--- config.mk ---
export PLATFORM = sky130hd
export DESIGN_NAME = base_edemux_buf
export DESIGN_NICKNAME = d
export VERILOG_FILES = /design/src/rtl/base_edemux_buf.sv
export SDC_FILE = /design/constraint.sdc
export NUM_CORES = 1
export LEC_CHECK = 0
export BUFFER_PORTS_ARGS = -buffer_cell sky130_fd_sc_hd__buf_2
export CORE_AREA = 2 2 39 41
export CTS_CLUSTER_SIZE = 14
export DETAILED_ROUTE_END_ITERATION = 7
export DIE_AREA = 0 0 41 43
export PLACE_DENSITY_LB_ADDON = 0.2
export SKIP_LAST_GASP = 1
export SLEW_MARGIN = 25
export SYNTH_ARGS = -nofsm -noshare
export SYNTH_HDL_FRONTEND = slang
export SYNTH_SLANG_ARGS = --single-unit
--- constraint.sdc ---
create_clock -name clk -period 5.35 [get_ports clk]
set_input_delay 0.535 -clock clk [delete_from_list [all_inputs] [get_ports clk]]
set_output_delay 0.535 -clock clk [all_outputs]
set_load 0.01 [all_outputs]
--- src/rtl/base_edemux_buf.sv ---
// base_edemux_buf: buffered encoded-select demultiplexer steering one valid/ready stream to `ways` outputs
//   clk, reset   clock and synchronous active-high reset
//   i_v, i_r     input beat handshake
//   i_sel        encoded destination of the input beat, MSB at index 0
//   i_d          input data
//   o_v, o_r     per-way handshake; o_v is one-hot or zero, bit 0 = way 0
//   o_d          head data shared by all ways, meaningful only when |o_v
//   o_drop       one-cycle pulse when an out-of-range head beat is discarded
module base_edemux_buf #(
   parameter int width = 1,
   parameter int ways = 2,
   parameter int sel_width = $clog2(ways)
) (
   input  logic                 clk,
   input  logic                 reset,
   input  logic                 i_v,
   output logic                 i_r,
   input  logic [0:sel_width-1] i_sel,
   input  logic [0:width-1]     i_d,
   output logic [0:ways-1]      o_v,
   input  logic [0:ways-1]      o_r,
   output logic [0:width-1]     o_d,
   output logic                 o_drop
);
   logic [sel_width-1:0] m_sel [0:1];
   logic [width-1:0]     m_d [0:1];
   logic                 head, tail, push, pop;
   logic [1:0]           count;
   logic [sel_width-1:0] h_sel;
   assign h_sel = m_sel[head];
   assign o_d = m_d[head];
   // ready depends only on registered occupancy, never on o_r
   assign i_r = !reset && count != 2'd2;
   assign push = i_v && i_r;
   always_comb begin
      o_v = '0;
      for (int w = 0; w < ways; w++) o_v[w] = count != 2'd0 && 32'(h_sel) == 32'(w);
   end
   // an out-of-range head has no destination, so it leaves the buffer on its own
   assign o_drop = count != 2'd0 && 32'(h_sel) >= 32'(ways);
   assign pop = |(o_v & o_r) || o_drop;
   always_ff @(posedge clk)
      if (push) begin
         m_sel[tail] <= i_sel;
         m_d[tail] <= i_d;
      end
   always_ff @(posedge clk) begin
      if (reset) begin
         count <= '0;
         head <= 1'b0;
         tail <= 1'b0;
      end else begin
         if (push) tail <= !tail;
         if (pop) head <= !head;
         count <= count + {1'b0, push} - {1'b0, pop};
      end
   end
endmodule

==> summary.log <==
qor: global_routing.grt-ovfl-total 0
qor: routing.totalWireLength 582 um
qor: yosys.synth_top_cell_area_share 29.9%
qor: floorplanning.die_area 1760 um2
qor: global_routing.grt_first_pass_wirelength 897 um
qor: floorplanning.placementRows 14
qor: clock_tree.tritoncts yes
qor: power.total_power 0.000143 W
qor: clock_tree.hold_buffers 0
qor: yosys.syn_avg_cell_area 11.5 um2
qor: sta.finalWorstSetupSlack 3.29 ns
qor: global_routing.first_global_vias 233
qor: global_routing.grt_antenna_before_repair 0
qor: place.post-dp-hpwl 478 um
qor: clock_tree.cts_root_buffer clkbuf_4
qor: hold_path.hold_wc_path_type input pin to flop
qor: routing.top_layer met3
qor: routing.routedLengthMet1 242 um
qor: floorplanning.core_area 1380 um2
qor: setup_path.crit_path_start_kind flop
qor: cells_and_area.finish.utilization 35.4%
qor: place.dp_slack 3.27 ns
qor: hold_path.hold_depth 1
qor: routing.average_wire_length_per_cell_after_detail_routing 9.09 um
qor: global_routing.grt_max_degree 9
qor: routing.dr.pass1.iters 2
qor: yosys.yosys.area_share.adder 3.12%
qor: cells_and_area.post_route_cells_drive_above_1_share 35.4%
qor: clock_tree.clock_insertion_delay_worst_skew 0.25 ns
qor: yosys.synthesis.area 402 um2
qor: sta.min_period 2.06 ns
qor: routing.detail_route.iter0.violations 4
qor: floorplanning.die_w 41 um
qor: run.drv.max_cap_violation_count 0
qor: sta.setup_tns 0 ns
qor: sta.finalHoldWorstSlack 0.474 ns
qor: sta.setup-violations-final 0
qor: floorplanning.start_util 29.0%
qor: yosys.synth.ff_latch_count 9
qor: sta.rsz_0062_raised_after_global_routing false
qor: power.power.density_cell_area 292 nW/um2
qor: yosys.share_of_synthesized_area_occupied_by_flip_flops_and_latches 54.8%
qor: routing.antenna_nets_post_route 0
qor: place.routability_congestion 0.710
qor: routing.route.detailed.drc 0
qor: routing.met2_wirelength 295 um
qor: yosys.synth_compound_gate_area_share 4.98%
qor: global_routing.grt_usage 8.22%
qor: clock_tree.h-tree-depth 1
qor: floorplanning.dieHeight 43 um
qor: clock_tree.numCtsBuffers 3
qor: clock_tree.cts_setup_buffers 0
qor: yosys.synth_nets 43
qor: routing.wl_met3 44 um
qor: floorplanning.ioPinCount 12
qor: clock_tree.worst_setup_hold_path_clk_slew 0.06 ns
qor: setup_path.critPathCaptureType flop
qor: yosys.synth_cells 35
qor: run_status.status complete, no violations
qor: cells_and_area.diodes 0
qor: cells_and_area.multi_input_comb_area 174 um2
qor: sta.finClkSkew 0.000630 ns
qor: yosys.synth_xor_xnor_area_share 2.18%
qor: yosys.synth.distinct_cells 15
qor: setup_path.rr_worst_depth 6
qor: yosys.synth.largest_area_cell edfxtp_1
qor: setup_path.worstSetupPathType flop to flop
qor: routing.detailroute.via_count 268
qor: sta.hold_violations 0
qor: yosys.post_synth_simple_gate_area 18.7%
qor: sta.achievable-frequency 485 MHz
qor: power.power.leakage 0.206 nW
qor: clock_tree.clock_sinks 9
qor: setup_path.worst_ep_required_time 5.49 ns
qor: yosys.synth.area.mux_share 13.4%
qor: setup_path.worst-path-max-fanout 4
qor: cells_and_area.filler_instances 144
qor: sta.slew_violations 0
qor: routing.avgViaCountPerCell 4.19
qor: place.buffers_added_on_ports 10
qor: yosys.synthTopCellsByArea edfxtp_1 30%, dfxtp_1 25%, mux2_2 8.4%, nor2b_1 7.8%, mux2i_1 5.0%
qor: cells_and_area.synthToLayoutAreaGrowth 22.1%
qor: yosys.synth_top_family_by_area simple AND/OR/NAND/NOR gates
qor: yosys.synthesis.yosys.warnings 0
qor: cells_and_area.regArea 220 um2
qor: clock_tree.clock_tree.buffer_depth 2
qor: cells_and_area.nets_finish 57
qor: clock_tree.cts_resized 0
qor: setup_path.endpoint_arrival_time_on_the_critical_path 2.21 ns
qor: power.maximum_vdd_ir_drop 152 uV
qor: sta.post-route-period-util 38.6%
## stage by stage
stage               cells  instance area (um2)
floorplan              35                  402
global placement       60                  464
detailed placement     60                  464
CTS                    64                  490
global route           64                  490
finish                 64                  490
## area by class of cell
| cell class | instances | share of cell area (%) |
|---|---|---|
| timing repair buffer | 10 | 10.2 |
| tap | 16 | 4.08 |
| clock buffer | 4 | 5.36 |
| sequential | 9 | 44.9 |
| multi-input combinational | 25 | 35.5 |
## power by group
part           internal, W  leakage, nW  switching, W
clock            0.0000286       0.0150     0.0000220
combinational   0.00000777        0.113    0.00000776
sequential       0.0000753       0.0776    0.00000174
## final timing paths
kind | start | endpoint | slack [ns]
max | flop | count[1]$_SDFF_PP0_ | 3.29
min | i_d | m_d[1]$_DFFE_PP_ | 0.47
max reg2reg | flop | count[1]$_SDFF_PP0_ | 3.29
min reg2reg | head$_SDFFE_PP0P_ | head$_SDFFE_PP0P_ | 0.51
## layout by cell type (no fill, tap or decap)
cell / count
a21oi_1: 2
and2_1: 1
buf_2: 10
clkbuf_1: 1
clkbuf_4: 3
conb_1: 1
dfxtp_1: 5
edfxtp_1: 4
ha_1: 1
mux2_2: 3
mux2i_1: 2
nor2_1: 5
nor2b_1: 5
nor3b_2: 1
o21ai_0: 2
or3_1: 1
xnor2_1: 1
## critical path, cell delays in order, from the launching register on
cell,delay (ns)
dfxtp_1,0.35
mux2i_1,0.30
mux2i_1,0.37
mux2_2,0.38
ha_1,0.18
nor2b_1,0.12
mux2_2,0.25
## logic make-up after synthesis
logic type	after synthesis
buffers and inverters	1
XOR/XNOR	1
adder cells (fa/ha/maj)	1
other	1
flip-flops	9
AND/OR/NAND/NOR	13
AO/OA/AOI/OAI	4
multiplexers	5
## per-layer routing
metal | track usage, % | vias up
met5 | 0 | -
met1 | 7.64 | 117
met2 | 12.5 | 7
met4 | 6.00 | 0
met3 | 4.71 | 0
li1 | - | 144
## cell usage after synthesis, drive strengths merged
| cell type | n |
|---|---|
| nor3b | 1 |
| or3 | 1 |
| buf | 1 |
| o21ai | 2 |
| nor2b | 5 |
| a21oi | 2 |
| and2 | 1 |
| conb | 1 |
| mux2i | 2 |
| ha | 1 |
| nor2 | 5 |
| edfxtp | 4 |
| dfxtp | 5 |
| mux2 | 3 |
| xnor2 | 1 |
(Power assumes the default switching activity.)
